===== config.mk =====
export PLATFORM = sky130hd
export DESIGN_NAME = ps2_key_tracker
export DESIGN_NICKNAME = d
export VERILOG_FILES = /design/src/rtl/ps2_pkg.sv /design/src/rtl/ps2_scan_ascii.sv /design/src/rtl/ps2_key_tracker.sv
export SDC_FILE = /design/constraint.sdc
export NUM_CORES = 1
export LEC_CHECK = 0
export BUFFER_PORTS_ARGS = -buffer_cell sky130_fd_sc_hd__buf_2
export CORE_UTILIZATION = 60
export DETAILED_ROUTE_END_ITERATION = 8
export PLACE_DENSITY = 0.84
export RECOVER_POWER = 100
export SKIP_LAST_GASP = 1
export SYNTH_ARGS = -nofsm -noshare
export SYNTH_HDL_FRONTEND = slang
export SYNTH_HIERARCHICAL = 1
export SYNTH_SLANG_ARGS = --single-unit

===== constraint.sdc =====
create_clock -name clk -period 6.5 [get_ports clk]
set_input_delay 0.325 -clock clk [delete_from_list [all_inputs] [get_ports clk]]
set_output_delay 0.325 -clock clk [all_outputs]
set_load 0.01 [all_outputs]

===== src/rtl/ps2_pkg.sv =====
// ps2_pkg: shared definitions for the PS/2 key tracking path.
//   - prefix_state_e : E0/F0 prefix decoder states
//   - SC_*           : scan-code constants for prefixes and modifier keys
//   - is_discard()   : keyboard status bytes that carry no key information
//   - ASCII_CASE_DELTA : offset from lowercase to uppercase ASCII letters
package ps2_pkg;

    typedef enum logic [1:0] {
        StIdle,
        StExt,
        StBrk,
        StExtBrk
    } prefix_state_e;

    localparam logic [7:0] SC_E0      = 8'hE0;
    localparam logic [7:0] SC_F0      = 8'hF0;
    localparam logic [7:0] SC_LSHIFT  = 8'h12;
    localparam logic [7:0] SC_RSHIFT  = 8'h59;
    localparam logic [7:0] SC_CAPS    = 8'h58;

    // Status bytes the keyboard sends outside of key traffic
    localparam logic [7:0] SC_BAT_OK  = 8'hAA;
    localparam logic [7:0] SC_ACK     = 8'hFA;
    localparam logic [7:0] SC_ECHO    = 8'hEE;
    localparam logic [7:0] SC_ERR     = 8'h00;

    localparam logic [7:0] ASCII_CASE_DELTA = 8'h20;

    function automatic logic is_discard(input logic [7:0] code);
        return (code == SC_BAT_OK) || (code == SC_ACK) ||
               (code == SC_ECHO)   || (code == SC_ERR);
    endfunction

endpackage


===== src/rtl/ps2_scan_ascii.sv =====
// ps2_scan_ascii: combinational set-2 scan code to ASCII map.
//   scan  in  8  make code (no prefix)
//   upper in  1  select uppercase for letters
//   ascii out 8  '0'..'9', 'a'..'z' / 'A'..'Z', else 0x00
module ps2_scan_ascii
    import ps2_pkg::*;
(
    input  logic [7:0] scan,
    input  logic       upper,
    output logic [7:0] ascii
);

    logic [7:0] letter;

    always_comb begin
        letter = 8'h00;
        ascii  = 8'h00;
        case (scan)
            8'h45: ascii = "0";
            8'h16: ascii = "1";
            8'h1E: ascii = "2";
            8'h26: ascii = "3";
            8'h25: ascii = "4";
            8'h2E: ascii = "5";
            8'h36: ascii = "6";
            8'h3D: ascii = "7";
            8'h3E: ascii = "8";
            8'h46: ascii = "9";
            8'h1C: letter = "a";
            8'h32: letter = "b";
            8'h21: letter = "c";
            8'h23: letter = "d";
            8'h24: letter = "e";
            8'h2B: letter = "f";
            8'h34: letter = "g";
            8'h33: letter = "h";
            8'h43: letter = "i";
            8'h3B: letter = "j";
            8'h42: letter = "k";
            8'h4B: letter = "l";
            8'h3A: letter = "m";
            8'h31: letter = "n";
            8'h44: letter = "o";
            8'h4D: letter = "p";
            8'h15: letter = "q";
            8'h2D: letter = "r";
            8'h1B: letter = "s";
            8'h2C: letter = "t";
            8'h3C: letter = "u";
            8'h2A: letter = "v";
            8'h1D: letter = "w";
            8'h22: letter = "x";
            8'h35: letter = "y";
            8'h1A: letter = "z";
            default: ;
        endcase
        if (letter != 8'h00) begin
            ascii = upper ? (letter - ASCII_CASE_DELTA) : letter;
        end
    end

endmodule


===== src/rtl/ps2_key_tracker.sv =====
// ps2_key_tracker: decodes PS/2 set-2 scan bytes into key state and make-events.
//   clk, resetn            clock, synchronous active-low reset
//   byte_valid/data/ready  scan byte handshake from the receiver
//   key_held/scan/ext      currently held (or last) non-modifier key
//   key_ascii              ASCII of key_scan under current shift/caps
//   shift, caps            modifier state
//   press_cnt              wrapping count of make-events
//   ev_valid/scan/ascii    one-entry make-event register, ev_ready consumes it
module ps2_key_tracker
    import ps2_pkg::*;
#(
    parameter int unsigned CNT_W = 8
) (
    input  logic             clk,
    input  logic             resetn,
    input  logic             byte_valid,
    input  logic [7:0]       byte_data,
    output logic             byte_ready,
    output logic             key_held,
    output logic [7:0]       key_scan,
    output logic             key_ext,
    output logic [7:0]       key_ascii,
    output logic             shift,
    output logic             caps,
    output logic [CNT_W-1:0] press_cnt,
    output logic             ev_valid,
    output logic [7:0]       ev_scan,
    output logic [7:0]       ev_ascii,
    input  logic             ev_ready
);

    prefix_state_e    state_q, state_d;
    logic             rdy_en_q;
    logic             lshift_q, rshift_q, caps_q, caps_held_q;
    logic             key_held_q, key_ext_q;
    logic [7:0]       key_scan_q;
    logic [CNT_W-1:0] press_cnt_q;
    logic             ev_valid_q;
    logic [7:0]       ev_scan_q, ev_ascii_q;

    logic             accept;
    logic             do_make, do_break, cur_ext;
    logic             is_lshift, is_rshift, is_caps, matches_key;
    logic             upper;
    logic [7:0]       key_map_ascii, new_map_ascii;

    // A blocked event stalls the byte stream so no make can be lost
    assign byte_ready = resetn & rdy_en_q & ~(ev_valid_q & ~ev_ready);
    assign accept     = byte_valid & byte_ready;
    assign upper      = (lshift_q | rshift_q) ^ caps_q;

    always_comb begin
        state_d  = state_q;
        do_make  = 1'b0;
        do_break = 1'b0;
        cur_ext  = 1'b0;
        if (accept) begin
            unique case (state_q)
                StIdle: begin
                    if (byte_data == SC_E0) begin
                        state_d = StExt;
                    end else if (byte_data == SC_F0) begin
                        state_d = StBrk;
                    end else if (!is_discard(byte_data)) begin
                        do_make = 1'b1;
                    end
                end
                StExt: begin
                    if (byte_data == SC_F0) begin
                        state_d = StExtBrk;
                    end else if (byte_data != SC_E0) begin
                        do_make = 1'b1;
                        cur_ext = 1'b1;
                        state_d = StIdle;
                    end
                end
                StBrk: begin
                    if (byte_data == SC_E0) begin
                        state_d = StExtBrk;
                    end else if (byte_data != SC_F0) begin
                        do_break = 1'b1;
                        state_d  = StIdle;
                    end
                end
                StExtBrk: begin
                    if (byte_data != SC_E0 && byte_data != SC_F0) begin
                        do_break = 1'b1;
                        cur_ext  = 1'b1;
                        state_d  = StIdle;
                    end
                end
                default: state_d = StIdle;
            endcase
        end
    end

    // Extended 0x12/0x59 are not shift keys (fake-shift sequences)
    assign is_lshift   = !cur_ext && (byte_data == SC_LSHIFT);
    assign is_rshift   = !cur_ext && (byte_data == SC_RSHIFT);
    assign is_caps     = (byte_data == SC_CAPS);
    assign matches_key = (byte_data == key_scan_q) && (cur_ext == key_ext_q);

    always_ff @(posedge clk) begin
        if (!resetn) begin
            state_q     <= StIdle;
            rdy_en_q    <= 1'b0;
            lshift_q    <= 1'b0;
            rshift_q    <= 1'b0;
            caps_q      <= 1'b0;
            caps_held_q <= 1'b0;
            key_held_q  <= 1'b0;
            key_ext_q   <= 1'b0;
            key_scan_q  <= 8'h00;
            press_cnt_q <= '0;
            ev_valid_q  <= 1'b0;
            ev_scan_q   <= 8'h00;
            ev_ascii_q  <= 8'h00;
        end else begin
            rdy_en_q <= 1'b1;
            state_q  <= state_d;
            if (ev_valid_q && ev_ready) begin
                ev_valid_q <= 1'b0;
            end
            if (do_make) begin
                if (is_lshift) begin
                    lshift_q <= 1'b1;
                end else if (is_rshift) begin
                    rshift_q <= 1'b1;
                end else if (is_caps) begin
                    // Typematic repeat of Caps must not re-toggle
                    if (!caps_held_q) begin
                        caps_q <= ~caps_q;
                    end
                    caps_held_q <= 1'b1;
                end else if (!(key_held_q && matches_key)) begin
                    key_scan_q  <= byte_data;
                    key_ext_q   <= cur_ext;
                    key_held_q  <= 1'b1;
                    press_cnt_q <= press_cnt_q + {{(CNT_W-1){1'b0}}, 1'b1};
                    // Overrides a same-cycle consume so ev_valid stays high
                    ev_valid_q  <= 1'b1;
                    ev_scan_q   <= byte_data;
                    ev_ascii_q  <= cur_ext ? 8'h00 : new_map_ascii;
                end
            end
            if (do_break) begin
                if (is_lshift) begin
                    lshift_q <= 1'b0;
                end else if (is_rshift) begin
                    rshift_q <= 1'b0;
                end else if (is_caps) begin
                    caps_held_q <= 1'b0;
                end else if (matches_key) begin
                    key_held_q <= 1'b0;
                end
            end
        end
    end

    ps2_scan_ascii u_key_map (
        .scan  (key_scan_q),
        .upper (upper),
        .ascii (key_map_ascii)
    );

    ps2_scan_ascii u_new_map (
        .scan  (byte_data),
        .upper (upper),
        .ascii (new_map_ascii)
    );

    assign key_held  = key_held_q;
    assign key_scan  = key_scan_q;
    assign key_ext   = key_ext_q;
    assign key_ascii = key_ext_q ? 8'h00 : key_map_ascii;
    assign shift     = lshift_q | rshift_q;
    assign caps      = caps_q;
    assign press_cnt = press_cnt_q;
    assign ev_valid  = ev_valid_q;
    assign ev_scan   = ev_scan_q;
    assign ev_ascii  = ev_ascii_q;

endmodule


==> results.sh, run 1 <==
export IMPL_grt_pass1_vias=3095
export IMPL_finalSetupTns_ns=0
export IMPL_grt_first_pass_wirelength_um=14800
export IMPL_final_util=0.637
export IMPL_fillers=525
export IMPL_place_hpwl_um=6180
export IMPL_synth_cell_types=81
export IMPL_cts_hold_buffers=0
export IMPL_netlist_instances=450
export IMPL_gr_total_overflow=0
export IMPL_nets=484
export IMPL_numCtsBuffers=5
export IMPL_cts_max_path_buffers=2
export IMPL_crit_required_ns=6.17
export IMPL_max_slew_margin=0.220
export IMPL_io_buffer_count=57
export IMPL_synth_edf_count=0
export IMPL_fmax_mhz=250
export IMPL_path_clk_slew_ns=0.07
export IMPL_tritoncts="done"
export IMPL_crit_arrival_ns=3.68
export IMPL_initialDrtViolationCount=427
export IMPL_hp_class="in2reg"
export IMPL_dominantRegCellSynth="dfxtp_1"
export IMPL_postCtsSetupRepairBufs=0
export IMPL_wirelength_um=9050
export IMPL_finClkSkew_ns=0.00860
export IMPL_path_buf_inv=2
export IMPL_ys_ff_latch=34
export IMPL_drive_above_1_share=0.0983
export IMPL_initial_core_util=0.619
export IMPL_htree_levels=2
export IMPL_seq_area_um2=681
export IMPL_cts_repair_resized=0
export IMPL_hold_viol=0
export IMPL_powerDensity_mw_per_mm2=135
export IMPL_syn_avg_cell_area_um2=7.57
export IMPL_critPathKind="reg2out"
export IMPL_yosysSeqAreaShare=0.200
export IMPL_syn2layout_area_growth_pct=2.94
export IMPL_min_period_over_period=0.616
export IMPL_synth_area_mm2=0.00341
export IMPL_dr_pass1_iters=7
export IMPL_cp_max_fo=22
export IMPL_viasPerCell=6.76
export IMPL_grt_max_degree=32
export IMPL_cp_cell_sequence="or2b_1 > o21ai_0 > a32o_1 > a311o_2 > nor4_1 > ha_1 > inv_1 > o21ai_1 > nor2b_1 > clkbuf_1"
export IMPL_crit_family="simple AND/OR/NAND/NOR gates"
export IMPL_status="complete, no violations"
export IMPL_post_drt_wl_per_cell_um=16.8
export IMPL_syn_nets=467
export IMPL_yosysWarningCount=6
export IMPL_drv_cap=0
export IMPL_diodes=0
export IMPL_clkLatencyLatePin_ns=0.29
export IMPL_pin_count=58
export IMPL_die_h_um=77.4
export IMPL_grt_use_total=0.302
export IMPL_slew_viol_final=0
export IMPL_synthArstFlopShare=0
export IMPL_clkSinkCount=34
export IMPL_worst_pin_slew_ns=1.17
export IMPL_finalCriticalPeriod_ns=4.01
export IMPL_rsz0062_at_grt="no"
export IMPL_power_leakage_nw=1.19
export IMPL_cp_slowest_cell="nor4_1"
export IMPL_end_kind="output pin"
export IMPL_setup_viol=0
export IMPL_dieArea_mm2=0.00599
export IMPL_grt_antenna_before_repair=0
export IMPL_startpoint_type="register"
export IMPL_gp_congestion=0.960
export IMPL_multi_input_area_mm2=0.00237
export IMPL_ant_nets=0
export IMPL_die_x_um=77.4
export IMPL_core_area_mm2=0.00551
export IMPL_rows=27
export IMPL_slowest_delay_ns=0.81
export IMPL_vias=3652
export IMPL_ir_drop_uv=156
export IMPL_clock_tree_root_cell="clkbuf_8"
export IMPL_route_detailed_drc=0
power by group:
group | leakage (nW) | total (mW) | internal (mW) | switching [mW]
sequential | 0.275 | 0.222 | 0.212 | 0.00988
combinational | 0.864 | 0.0871 | 0.0285 | 0.0586
clock | 0.0472 | 0.165 | 0.0851 | 0.0803
sequential cells by signal, indices dropped and copies added, names as in the netlist, named ones only:
name	flops
key_held	1
press_cnt	8
caps	1
caps_held_q	1
ev_valid	1
ev_scan	8
rshift_q	1
ev_ascii	8
state_q	2
rdy_en_q	1
key_ext	1
routing by layer:
layer  GRT usage  up-vias  routed length (um)
met5           0        -                   0
li1            -     1722                   -
met1       0.411     1710                3990
met4       0.119        0                 153
met3      0.0341       23                 706
met2       0.485      197                4210
area by class of cell:
type	count	share of cell area
multi-input combinational	359	0.676
sequential	34	0.194
timing repair buffer	58	0.0678
tap	72	0.0257
clock buffer	6	0.0235
inverter	9	0.00963
clock inverter	2	0.00357
Yosys cell counts (6+ instances only):
master,count,area (um^2)
o21ai_0,30,150
a21oi_1,38,190
nand2b_1,10,62.6
xor2_1,13,114
nor2b_1,17,106
clkbuf_1,10,37.5
buf_2,16,80.1
nor2_1,31,116
o21ai_1,10,50.1
nand3_1,20,100
nor4_1,6,37.5
nor3_1,8,40.0
dfxtp_1,34,681
or4_1,6,45.0
inv_1,8,30.0
buf_4,16,120
nand4_1,16,100
nand2_1,32,120
through the flow:
step / power, mW / hold WS (ns) / instance area, um^2 / setup WS (ns) / cells
after CTS: 0.476 / 0.255 / 3590 / 2.97 / 540
after floorplan: 0.294 / 0.353 / 3410 / 3.79 / 450
after global placement: 0.312 / 0.456 / 3500 / 3.34 / 532
after detailed placement: 0.313 / 0.463 / 3500 / 3.30 / 532
final: 0.474 / 0.339 / 3510 / 2.49 / 540
after global routing: 0.492 / 0.362 / 3510 / 2.27 / 540
layout by cell type, fill, tap and decap left out, types with 13 or more instances in the layout:
| master | synthesis | routed |
|---|---|---|
| a21oi_1 | 38 | 38 |
| buf_2 | 16 | 13 |
| clkbuf_1 | 10 | 44 |
| dfxtp_1 | 34 | 34 |
| nand2_1 | 32 | 32 |
| nand3_1 | 20 | 20 |
| nand4_1 | 16 | 16 |
| nor2_1 | 31 | 31 |
| nor2b_1 | 17 | 17 |
| o21ai_0 | 30 | 32 |
| xor2_1 | 13 | 13 |
cells by family (layout without fill, tap and decap cells):
kind of cell    count (synthesis)  count (layout)  share of synthesized area
compound gates                139             139                      0.272
simple gates                  195             195                      0.359
mux                             6               6                     0.0191
fa+ha+maj                       5               5                     0.0184
xor+xnor                       14              14                     0.0360
buf+inv                        57              75                     0.0962
flops                          34              34                      0.200
path summary, 6_finish.rpt:
path	cells past startpoint	start	to	slack (ns)
worst max-delay path	10	ev_scan[2]	key_ascii[5]	2.49
worst min-delay path	1	resetn	rdy_en_q	0.34
worst max register to register	6	ev_scan[4]	ev_ascii[3]	3.53
worst min register to register	2	ev_ascii[2]	ev_ascii[2]	0.47
worst reg2reg max path, stage by stage, from the launching register on:
cell     delay (ns)
dfxtp_1        0.79
xor2_1         0.15
nor4_1         0.35
nand2_1        0.18
nor4b_4        0.98
o21ai_0        0.23
a21oi_1        0.21
Power figures use the tool's default switching activity.
==> inputs of run 2 (changes only) <==
--- a/config.mk
+++ b/config.mk
@@ -6,9 +6,9 @@
 export NUM_CORES = 1
 export LEC_CHECK = 0
 export BUFFER_PORTS_ARGS = -buffer_cell sky130_fd_sc_hd__buf_2
-export CORE_UTILIZATION = 60
+export CORE_UTILIZATION = 52
 export DETAILED_ROUTE_END_ITERATION = 8
-export PLACE_DENSITY = 0.84
+export PLACE_DENSITY = 0.78
 export RECOVER_POWER = 100
 export SKIP_LAST_GASP = 1
 export SYNTH_ARGS = -nofsm -noshare
==> constraint.sdc (replaced) <==
create_clock -name clk -period 3.35 [get_ports clk]
set_input_delay 0.1675 -clock clk [delete_from_list [all_inputs] [get_ports clk]]
set_output_delay 0.1675 -clock clk [all_outputs]
set_load 0.01 [all_outputs]
==> results.sh, run 2 (synthesis results as in run 1) <==
export IMPL_pin_count=58
export IMPL_r2r_cells=7
export IMPL_worst_pin_slew_ns=0.800
export IMPL_cp_slowest_cell="or4b_1"
export IMPL_post_drt_wl_per_cell_um=17.3
export IMPL_dp_slack_ns=0.491
export IMPL_setup_viol=0
export IMPL_grt_pass1_vias=3150
export IMPL_initialDrtViolationCount=453
export IMPL_syn2layout_area_growth_pct=6.17
export IMPL_reg2reg_slack_ns=0.62
export IMPL_postCtsSetupRepairBufs=0
export IMPL_final_area_mm2=0.00362
export IMPL_startpoint_type="register"
export IMPL_power_total_uw=984
export IMPL_cts_hold_buffers=0
export IMPL_io_buffer_count=57
export IMPL_finalCriticalPeriod_ns=3.18
export IMPL_dp_cells=547
export IMPL_htree_levels=2
export IMPL_ant_nets=0
export IMPL_gr_total_overflow=0
export IMPL_grt_max_degree=32
export IMPL_hold_viol=0
export IMPL_core_area_mm2=0.00635
export IMPL_cp_max_fo=17
export IMPL_fmax_mhz=314
export IMPL_final_util=0.570
export IMPL_die_h_um=83.0
export IMPL_stdcell_count=555
export IMPL_slowest_delay_ns=0.70
export IMPL_worst_hold_slack_ns=0.178
export IMPL_route_detailed_drc=0
export IMPL_place_area_mm2=0.00358
export IMPL_fillers=624
export IMPL_finClkSkew_ns=0.00464
export IMPL_rows=29
export IMPL_end_kind="output pin"
export IMPL_path_clk_slew_ns=0.07
export IMPL_timing_rr_start="ev_scan[3]"
export IMPL_clkSinkCount=34
export IMPL_drv_cap=0
export IMPL_clkLatencyLatePin_ns=0.29
export IMPL_hp_class="in2reg"
export IMPL_vias=3649
export IMPL_drive_above_1_share=0.128
export IMPL_status="complete, no violations"
export IMPL_crit_required_ns=3.18
export IMPL_numCtsBuffers=5
export IMPL_dieArea_mm2=0.00688
export IMPL_hold_path_end="state_q[1]"
export IMPL_crit_start="ev_scan[4]"
export IMPL_tritoncts="done"
export IMPL_max_slew_margin=0.466
export IMPL_whs_path_depth=3
export IMPL_cts_repair_resized=0
export IMPL_hold_start="byte_valid"
export IMPL_dr_pass1_iters=5
export IMPL_final_cell_mix="clkbuf_1, a21oi_1, nand2_1"
export IMPL_rsz0062_at_grt="no"
export IMPL_grt_use_total=0.261
export IMPL_cts_max_path_buffers=2
export IMPL_crit_arrival_ns=3.01
export IMPL_finalSetupTns_ns=0
export IMPL_critPathKind="reg2out"
export IMPL_cp_cell_sequence="or4b_1 > mux2i_1 > a22oi_1 > o211ai_1 > nor4_4 > ha_1 > inv_1 > o21ai_1 > nor2b_1 > clkbuf_1"
export IMPL_powerDensity_mw_per_mm2=272
export IMPL_diodes=0
export IMPL_gp_congestion=0.944
export IMPL_power_leakage_nw=1.27
export IMPL_grt_first_pass_wirelength_um=15200
export IMPL_clock_tree_root_cell="clkbuf_8"
export IMPL_initial_core_util=0.537
export IMPL_die_x_um=83.0
export IMPL_wirelength_um=9600
export IMPL_final_common_cell="clkbuf_1"
export IMPL_grt_antenna_before_repair=0
export IMPL_slew_viol_final=0
export IMPL_worst_slack_ns=0.168
export IMPL_nets=494
export IMPL_r2r_end="ev_ascii[1]"
export IMPL_min_period_over_period=0.950
export IMPL_viasPerCell=6.57
export IMPL_ir_drop_uv=295
export IMPL_place_hpwl_um=6660
run 2: final cells by class:
class	count	area, um^2	area share
Multi-Input combinational cell	359	2380	0.658
Sequential cell	34	684	0.189
Timing Repair Buffer	68	315	0.0871
Tap cell	77	96.3	0.0266
Clock buffer	7	76.3	0.0211
Inverter	9	33.8	0.00934
Clock inverter	1	30.0	0.00830
run 2: critical path, delay by kind of cell (launching register included):
kind                       cells  cell delay [ns]
muxes                          1             0.23
DFF                            1             0.50
and+or+nand+nor                3             0.93
AOI/OAI and AO/OA              3             0.57
adders and majority gates      1             0.29
buffers and inverters          2             0.19
run 2: how the worst max path moves through the flow:
stage / endpoint
after floorplan: key_ascii[5]
after global placement: key_ascii[5]
final: key_ascii[5]
after detailed placement: key_ascii[5]
after CTS: key_ascii[5]
after global routing: key_ascii[5]
run 2: layer usage:
metal | wire length (um) | vias to the layer above | global-route usage
li1 | - | 1745 | -
met4 | 155 | 0 | 0.0878
met3 | 587 | 22 | 0.0209
met5 | 0 | - | 0
met1 | 4320 | 1707 | 0.355
met2 | 4540 | 175 | 0.437
run 2: power by group:
group          leakage (nW)  internal (mW)  switching [mW]
Sequential            0.277          0.411          0.0136
Combinational         0.941         0.0589           0.122
Clock                0.0524          0.223           0.156
Total                  1.27          0.693           0.291
